## src/rtl/riio_eg1d80v_supply_seq.sv

```systemverilog
// rtl/riio_eg1d80v_supply_seq.sv - EG1D80V IO-ring supply power sequencer
module riio_eg1d80v_supply_seq #(
    parameter int N_DOM = 4,
    parameter int CNT_W = 16,
    parameter int DOM_W = $clog2(N_DOM)
) (
    input  logic             clk,
    input  logic             rst,
    input  logic             pwr_req,
    input  logic             clr_fault,
    input  logic [CNT_W-1:0] ramp_dly,
    input  logic [CNT_W-1:0] pg_timeout,
    input  logic [N_DOM-1:0] pg_i,
    output logic [N_DOM-1:0] en_o,
    output logic             iso_o,
    output logic             ready_o,
    output logic             busy_o,
    output logic             fault_o,
    output logic [DOM_W-1:0] fault_dom_o
);

    typedef enum logic [2:0] {
        S_OFF,
        S_UP_EN,
        S_UP_SET,
        S_ON,
        S_DN_ISO,
        S_DN_DIS,
        S_FAULT
    } state_t;

    localparam logic [DOM_W-1:0] LAST_IDX = DOM_W'(N_DOM - 1);

    logic [N_DOM-1:0] pg_meta_q;
    logic [N_DOM-1:0] pg_s_q;

    state_t           state_q, state_d;
    logic [DOM_W-1:0] idx_q, idx_d;
    logic [CNT_W-1:0] cnt_q, cnt_d;
    logic [N_DOM-1:0] en_q, en_d;
    logic             iso_q, iso_d;
    logic             ready_q, ready_d;
    logic             busy_q, busy_d;
    logic             fault_q, fault_d;
    logic [DOM_W-1:0] fdom_q, fdom_d;

    logic [N_DOM-1:0] pg_lost;
    logic [DOM_W-1:0] lost_idx;
    logic             enter;

    // Two-flop synchroniser on the asynchronous power-good inputs
    always_ff @(posedge clk) begin
        if (rst) begin
            pg_meta_q <= '0;
            pg_s_q    <= '0;
        end else begin
            pg_meta_q <= pg_i;
            pg_s_q    <= pg_meta_q;
        end
    end

    // Lowest-numbered enabled domain whose power-good has dropped
    always_comb begin
        pg_lost  = en_q & ~pg_s_q;
        lost_idx = '0;
        for (int i = N_DOM - 1; i >= 0; i--) begin
            if (pg_lost[i]) begin
                lost_idx = DOM_W'(i);
            end
        end
    end

    // Next-state, domain index and enable vector; 'enter' marks any state entry
    always_comb begin
        state_d = state_q;
        idx_d   = idx_q;
        en_d    = en_q;
        fdom_d  = fdom_q;
        enter   = 1'b0;
        case (state_q)
            S_OFF: begin
                en_d = '0;
                if (pwr_req) begin
                    state_d  = S_UP_EN;
                    idx_d    = '0;
                    en_d[0]  = 1'b1;
                    enter    = 1'b1;
                end
            end
            S_UP_EN: begin
                // Abort wins, then power-good, then timeout
                if (!pwr_req) begin
                    state_d      = S_DN_DIS;
                    en_d[idx_q]  = 1'b0;
                    enter        = 1'b1;
                end else if (pg_s_q[idx_q]) begin
                    state_d = S_UP_SET;
                    enter   = 1'b1;
                end else if (pg_timeout != '0 && cnt_q == pg_timeout) begin
                    state_d = S_FAULT;
                    en_d    = '0;
                    fdom_d  = idx_q;
                    enter   = 1'b1;
                end
            end
            S_UP_SET: begin
                if (!pwr_req) begin
                    state_d      = S_DN_DIS;
                    en_d[idx_q]  = 1'b0;
                    enter        = 1'b1;
                end else if (cnt_q == ramp_dly) begin
                    enter = 1'b1;
                    if (idx_q == LAST_IDX) begin
                        state_d = S_ON;
                    end else begin
                        state_d     = S_UP_EN;
                        idx_d       = idx_q + 1'b1;
                        en_d[idx_d] = 1'b1;
                    end
                end
            end
            S_ON: begin
                // A lost supply outranks a power-down request
                if (|pg_lost) begin
                    state_d = S_FAULT;
                    en_d    = '0;
                    fdom_d  = lost_idx;
                    enter   = 1'b1;
                end else if (!pwr_req) begin
                    state_d = S_DN_ISO;
                    enter   = 1'b1;
                end
            end
            S_DN_ISO: begin
                state_d        = S_DN_DIS;
                idx_d          = LAST_IDX;
                en_d[LAST_IDX] = 1'b0;
                enter          = 1'b1;
            end
            S_DN_DIS: begin
                if (cnt_q == ramp_dly) begin
                    enter = 1'b1;
                    if (idx_q == '0) begin
                        state_d = S_OFF;
                    end else begin
                        idx_d       = idx_q - 1'b1;
                        en_d[idx_d] = 1'b0;
                    end
                end
            end
            S_FAULT: begin
                en_d = '0;
                if (clr_fault && !pwr_req) begin
                    state_d = S_OFF;
                    enter   = 1'b1;
                end
            end
            default: begin
                state_d = S_OFF;
                en_d    = '0;
                enter   = 1'b1;
            end
        endcase
    end

    // Saturating in-state counter and outputs decoded from the next state
    always_comb begin
        if (enter) begin
            cnt_d = '0;
        end else if (cnt_q == '1) begin
            cnt_d = cnt_q;
        end else begin
            cnt_d = cnt_q + 1'b1;
        end
        iso_d   = (state_d != S_ON);
        ready_d = (state_d == S_ON);
        busy_d  = (state_d != S_OFF) && (state_d != S_ON) && (state_d != S_FAULT);
        fault_d = (state_d == S_FAULT);
    end

    // Sequencer state and registered outputs
    always_ff @(posedge clk) begin
        if (rst) begin
            state_q <= S_OFF;
            idx_q   <= '0;
            cnt_q   <= '0;
            en_q    <= '0;
            iso_q   <= 1'b1;
            ready_q <= 1'b0;
            busy_q  <= 1'b0;
            fault_q <= 1'b0;
            fdom_q  <= '0;
        end else begin
            state_q <= state_d;
            idx_q   <= idx_d;
            cnt_q   <= cnt_d;
            en_q    <= en_d;
            iso_q   <= iso_d;
            ready_q <= ready_d;
            busy_q  <= busy_d;
            fault_q <= fault_d;
            fdom_q  <= fdom_d;
        end
    end

    assign en_o        = en_q;
    assign iso_o       = iso_q;
    assign ready_o     = ready_q;
    assign busy_o      = busy_q;
    assign fault_o     = fault_q;
    assign fault_dom_o = fdom_q;

endmodule

```

## config.mk

```make
export PLATFORM = sky130hd
export DESIGN_NAME = riio_eg1d80v_supply_seq
export DESIGN_NICKNAME = d
export VERILOG_FILES = /design/src/rtl/riio_eg1d80v_supply_seq.sv
export SDC_FILE = /design/constraint.sdc
export NUM_CORES = 1
export LEC_CHECK = 0
export ABC_AREA = 1
export BUFFER_PORTS_ARGS = -buffer_cell sky130_fd_sc_hd__buf_2
export CORE_AREA = 2 2 72 81
export DETAILED_ROUTE_END_ITERATION = 6
export DIE_AREA = 0 0 74 83
export PLACE_DENSITY = 0.84
export RECOVER_POWER = 25
export SLEW_MARGIN = 30
export SYNTH_ARGS = -nofsm -noshare
export SYNTH_HDL_FRONTEND = slang
export SYNTH_SLANG_ARGS = --single-unit
```

## constraint.sdc

```tcl
create_clock -name clk -period 2.25 [get_ports clk]
set_input_delay 0.225 -clock clk [delete_from_list [all_inputs] [get_ports clk]]
set_output_delay 0.225 -clock clk [all_outputs]
set_load 0.03 [all_outputs]
```

==> flow_summary.yaml, run 1 <==
timing:
  drv_slew: 0
  max_slew.worst_pin.slew_ps: 424
  layout_min_cycle_time_ps: 1990
  min_period_over_period_pct: 88.3
  finalHoldViolCount: 0
  fmax_mhz: 504
  maxSlewHeadroom_pct: 71.6
  setup_tns_ps: 0
  setup_viol: 0
  rsz0062_at_grt: "no"
  fin_ws_ps: 264
  finClkSkew_ps: 10.7
  whs_ps: 130
logic_synthesis:
  ys_seq_area_share_pct: 26.2
  synthCells: 497
  synth-simple-area-share_pct: 43.9
  synthXorXnorAreaFrac_pct: 6.17
  synthArstFlopShare_pct: 0
  ys_ff_latch: 39
  synth_top_family_by_area: "simple AND/OR/NAND/NOR gates"
  synth_edf_count: 0
  synth_top_area_cell: "dfxtp_1"
  ys.flop_type: "dfxtp_1"
  netlist_top_cells_area: "dfxtp_1 26%, nand2_1 19%, nor2_1 9.3%"
  synth.top_cell.area_share_pct: 26.2
  muxShareOfSynthArea_pct: 0
  ys_warn_count: 0
  syn_area_per_cell_sq_um: 6.00
  syn-num-nets: 542
  synthAdderAreaFrac_pct: 2.10
  synth_cell_types: 42
  synth_common_cells: "149 x nand2_1, 74 x nor2_1, 66 x inv_1"
  yosysMostFrequentCell: "nand2_1"
  syn_area_sq_mm: 0.00298
  synth_compound_area_share_pct: 9.82
die:
  die-area_sq_mm: 0.00614
  pin_count: 50
  start_util_pct: 56.4
  die_h_um: 83
  core_area_sq_mm: 0.00529
  dieWidth_um: 74
  row_count: 28
finish:
  nets: 596
  seq_area_sq_um: 781
  multi_input_area_sq_mm: 0.00186
  area_delta_synth_final_pct: 14.3
  num-fill-cells: 517
  final_cell_count_no_fill: 627
  drive_above_1_share_pct: 17.6
  num_antenna_cells: 0
clocking:
  cts_tree: "built"
  cts_buffers: 5
  clk_latency_ps: 300
  clock_path_buffers: 2
  h-tree-depth: 2
  path_clk_slew_ps: 90
  cts.sinks: 39
  clockRootBuffer: "clkbuf_8"
  hold_buffers: 0
detailed_routing:
  num_vias: 3201
  wl_per_cell_um: 12.0
  post-route-drc-count: 0
  ant_nets: 0
  drt_iter0_drc: 202
  dr.pass1.iters: 5
  vias_per_cell: 5.11
  drt-total-wl_mm: 7.52
place:
  place_ws_ps: 317
  dp.cells: 619
  portBuffers: 49
  dp_hpwl_mm: 5.96
  globalplace.congestion: 1.03
outcome:
  status: "finished clean"
global_route:
  grt.overflow.total: 0
  grt.total_usage_pct: 26.0
  grt_max_degree: 20
  grt_pass1_wl_mm: 12.9
  grt_pass1_vias: 2994
  grt_antenna_before_repair: 0
critical_path:
  required_ps: 2420
  path_max_fanout: 5
  cp-start-kind: "flop"
  path_class: "flop to flop"
  critical_path_arrival_ps: 2150
  endpoint_kind: "flop"
job:
  maxCapViolCount: 0
hold_path:
  hold_path_class: "primary input to flop"
power_and_ir_drop:
  ir_drop_uv: 646
  p_per_area_mw_per_mm2: 760
  leakage_nw: 1.70
==> metrics by stage <==
| step | power (mW) | util [%] | instance area (sq um) |
|---|---|---|---|
| after floorplan | 1.78 | - | 2980 |
| after global placement | 2.07 | 62.6 | 3310 |
| after detailed placement | 2.07 | 62.6 | 3310 |
| after CTS | 2.58 | 64.4 | 3410 |
| after global routing | 2.82 | 64.5 | 3410 |
| final | 2.59 | 64.5 | 3410 |
==> registers in the layout, summed over array words and instances, names as in the netlist <==
signal and flops:
busy_o 1, cnt_q 16, en_o 4, fault_dom_o 2
fault_o 1, idx_q 2, iso_o 1, pg_meta_q 4
pg_s_q 4, ready_o 1, state_q 3
==> layer usage <==
| metal | track usage (%) | vias to the layer above | wire length, um |
|---|---|---|---|
| met5 | 0 | - | 0 |
| li1 | - | 1664 | - |
| met3 | 5.58 | 22 | 449 |
| met4 | 8.93 | 0 | 170 |
| met2 | 44.0 | 110 | 3590 |
| met1 | 31.9 | 1405 | 3310 |
==> what timing repair did <==
action | 4_1_cts | 5_1_grt
setup endpoints to repair | 0 | 1
resized for setup | 0 | 1
setup buffers | 0 | 0
==> worst paths after layout <==
path | depth (start not counted) | startpoint | endpoint | slack (ps)
worst min register to register | 2 | pg_meta_q[3]$_SDFF_PP0_ | pg_s_q[3]$_SDFF_PP0_ | 400
worst max-delay path | 13 | cnt_q[6]$_SDFFE_PP0P_ | fault_dom_o[1]$_SDFFE_PP0P_ | 260
worst max register to register | 13 | cnt_q[6]$_SDFFE_PP0P_ | fault_dom_o[1]$_SDFFE_PP0P_ | 260
worst min-delay path | 3 | pg_i[0] | pg_meta_q[0]$_SDFF_PP0_ | 130
==> cells by family after synthesis <==
logic type                 after synthesis
and+or+nand+nor                        293
buffers and inverters                   88
AOI/OAI and AO/OA                       51
DFF                                     39
xor gates and xnor gates                21
adders and majority gates                5
==> critical path, cell delays in order, from the launching register on <==
cell	delay, ps
dfxtp_1	400
inv_1	100
nand2_1	60
nand2_1	70
clkinv_1	50
nand2_1	40
nor2_1	150
nand2_1	70
nor2_1	170
nand2_1	140
a21oi_1	340
nand2_1	120
nand2_1	80
a21oi_1	50
==> where the power goes <==
group / switching [mW] / total [mW] / leakage, nW / internal (mW)
Clock: 0.266 / 0.487 / 0.0443 / 0.221
Sequential: 0.107 / 0.884 / 0.318 / 0.777
Combinational: 0.801 / 1.22 / 1.33 / 0.419
Total: 1.17 / 2.59 / 1.70 / 1.42
==> cells in the final DEF (no fill, tap or decap), types with 2 or more instances in the layout <==
cell and n:
a21oi_1 27, a21oi_2 2, a31oi_1 2, and2_1 2
buf_2 45, buf_4 6, clkbuf_1 4, clkbuf_8 5
clkinv_4 2, dfxtp_1 39, ha_1 5, inv_1 66
inv_2 13, nand2_1 149, nand2_2 3, nand2_4 3
nand3_1 27, nand4_1 9, nor2_1 74, nor2_2 7
nor3_1 5, nor3_4 2, nor4_1 2, o211ai_1 3
o21ai_0 6, o21ai_1 3, o22ai_1 3, o311ai_0 2
or2_4 2, xnor2_1 8, xor2_1 13
==> cell type report <==
type                    count  area share, %
clock buffers               5           2.02
clock inverters             3          0.734
inverters                  80           8.80
multi-input cells         370           54.4
flip-flops and latches     39           22.9
well taps                  75           2.75
repair buffers             55           8.36
Note: power is estimated with default switching activity, not from simulation.
==> inputs of run 2 (changes only) <==
Settings changed: ABC_AREA 1 to not set, CORE_AREA 2 2 72 81 to 2 2 69 77, DIE_AREA 0 0 74 83 to 0 0 71 79, PLACE_DENSITY 0.84 to 0.82.
==> run 2 against run 1 <==
Register-to-register slack worse by 120 ps. Synthesized cell count down 35%. Area after synthesis down 13%. Hold slack better by 18 ps. Sequential power down 14%. Critical endpoint is now busy_o$_SDFF_PP0_. Highest routed layer unchanged.
==> flow_summary.yaml, run 2 <==
logic_synthesis:
  yosysMostFrequentCell: "nor2_1"
  synthArstFlopShare_pct: 0
  synth.top_cell.area_share_pct: 29.9
  ys_ff_latch: 39
  synth_cell_types: 52
  syn_area_sq_mm: 0.00261
  synth_common_cells: "45 x nor2_1, 39 x dfxtp_1, 33 x xor2_1"
  syn_area_per_cell_sq_um: 8.12
  ys_warn_count: 0
  ys_seq_area_share_pct: 29.9
  syn-num-nets: 366
  netlist_top_cells_area: "dfxtp_1 30%, xor2_1 11%, nor2_1 6.5%"
  synth_edf_count: 0
  ys.flop_type: "dfxtp_1"
  synth_top_area_cell: "dfxtp_1"
  synthCells: 321
die:
  pin_count: 50
  die_h_um: 79
  die-area_sq_mm: 0.00561
  start_util_pct: 53.2
  core_area_sq_mm: 0.00490
  dieWidth_um: 71
  row_count: 27
finish:
  top_register: "cnt_q"
  nets: 413
  area_delta_synth_final_pct: 14.8
  fin_util_pct: 61.1
  num-fill-cells: 439
  num_antenna_cells: 0
  final_cell_mix: "45 x nor2_1, 45 x buf_2, 39 x dfxtp_1, 33 x xor2_1, 19 x nand2_1"
  final_cell_count_no_fill: 427
  drive_above_1_share_pct: 21.4
  largest_reg_flops: 16
  final_area_sq_mm: 0.00299
timing:
  layout_min_cycle_time_ps: 2110
  drv_slew: 0
  min_period_over_period_pct: 93.8
  max_slew.worst_pin.slew_ps: 421
  maxSlewHeadroom_pct: 71.9
  finalHoldViolCount: 0
  setup_viol: 0
  setup_tns_ps: 0
  fmax_mhz: 474
  rsz0062_at_grt: "no"
  finClkSkew_ps: 10.7
clocking:
  cts_setup_buffers: 0
  hold_buffers: 0
  h-tree-depth: 2
  path_clk_slew_ps: 80
  clock_path_buffers: 2
  clockRootBuffer: "clkbuf_8"
  cts.sinks: 39
  cts_resized: 0
  cts_tree: "built"
  cts_buffers: 5
  clk_latency_ps: 290
outcome:
  status: "finished clean"
place:
  place_area_sq_mm: 0.00292
  dp.cells: 419
  dp_hpwl_mm: 4.89
  portBuffers: 49
  globalplace.congestion: 0.925
power_and_ir_drop:
  total_power_mw: 1.72
  leakage_nw: 1.24
  p_per_area_mw_per_mm2: 575
  ir_drop_uv: 255
critical_path:
  required_ps: 2430
  critical_path_arrival_ps: 2290
  r2r_cells: 7
  path_max_fanout: 9
  path_class: "flop to flop"
  endpoint_kind: "flop"
  cp-start-kind: "flop"
hold_path:
  hold-path-cell-count: 2
  hold_path_class: "primary input to flop"
detailed_routing:
  drt_iter0_drc: 294
  num_vias: 2487
  vias_per_cell: 5.82
  post-route-drc-count: 0
  wl_per_cell_um: 14.4
  dr.pass1.iters: 5
  ant_nets: 0
  drt-total-wl_mm: 6.14
global_route:
  grt_pass1_vias: 2241
  grt.total_usage_pct: 22.6
  grt_max_degree: 21
  grt.overflow.total: 0
  grt_antenna_before_repair: 0
  grt_pass1_wl_mm: 10.0
job:
  maxCapViolCount: 0
## run 2: layer usage
layer / share of wire, % / vias to the layer above / global-route usage [%]
li1: - / 1211 / -
met1: 41 / 1150 / 26.3
met2: 49 / 103 / 39.1
met3: 6.2 / 23 / 3.43
met4: 4.0 / 0 / 13.0
met5: 0 / - / 0
## run 2: cell families (layout without fill, tap and decap cells)
| kind of cell | after synthesis | in the layout | share of synthesized area, % |
|---|---|---|---|
| fa+ha+maj | 5 | 5 | 2.40 |
| xor+xnor | 44 | 44 | 14.8 |
| mux | 3 | 3 | 1.63 |
| buf+inv | 31 | 79 | 5.90 |
| compound gates | 57 | 57 | 14.7 |
| simple gates | 142 | 142 | 30.7 |
| flops | 39 | 39 | 29.9 |
## run 2: worst paths after layout
check,slack [ps],to,start
min reg2reg,430,pg_s_q[3]$_SDFF_PP0_,pg_meta_q[3]$_SDFF_PP0_
min,150,pg_meta_q[1]$_SDFF_PP0_,pg_i[1]
max,140,busy_o$_SDFF_PP0_,cnt_q[3]$_SDFFE_PP0P_
max reg2reg,140,busy_o$_SDFF_PP0_,cnt_q[3]$_SDFFE_PP0P_
## run 2: cell type report
type | instances | area (sq um) | area share [%]
multi-input combinational | 251 | 1670 | 55.9
clock inverter | 3 | 15.0 | 0.501
timing repair buffer | 62 | 350 | 11.7
tap | 58 | 72.6 | 2.42
sequential | 39 | 781 | 26.1
clock buffer | 5 | 68.8 | 2.30
inverter | 9 | 33.8 | 1.13
## run 2: report_power, final
group / internal (mW) / leakage [nW] / switching, mW / total, mW
clock: 0.212 / 0.0477 / 0.247 / 0.459
combinational: 0.216 / 0.873 / 0.288 / 0.504
sequential: 0.723 / 0.317 / 0.0354 / 0.759
total: 1.15 / 1.24 / 0.570 / 1.72
## run 2: worst max-delay path, cell delays in order (launching register included)
cell	delay (ps)
dfxtp_1	460
xor2_1	140
nor4_4	390
nand4_4	220
o21a_1	260
a211oi_1	280
xor2_1	180
nor2_1	50
## run 2: per-stage QoR
| stage | setup slack [ps] | hold WS (ps) |
|---|---|---|
| detailed placement | 195 | 425 |
| finish | 141 | 147 |
| floorplan | 317 | 353 |
| global route | 11.8 | 155 |
| CTS | 164 | 140 |
| global placement | 239 | 416 |
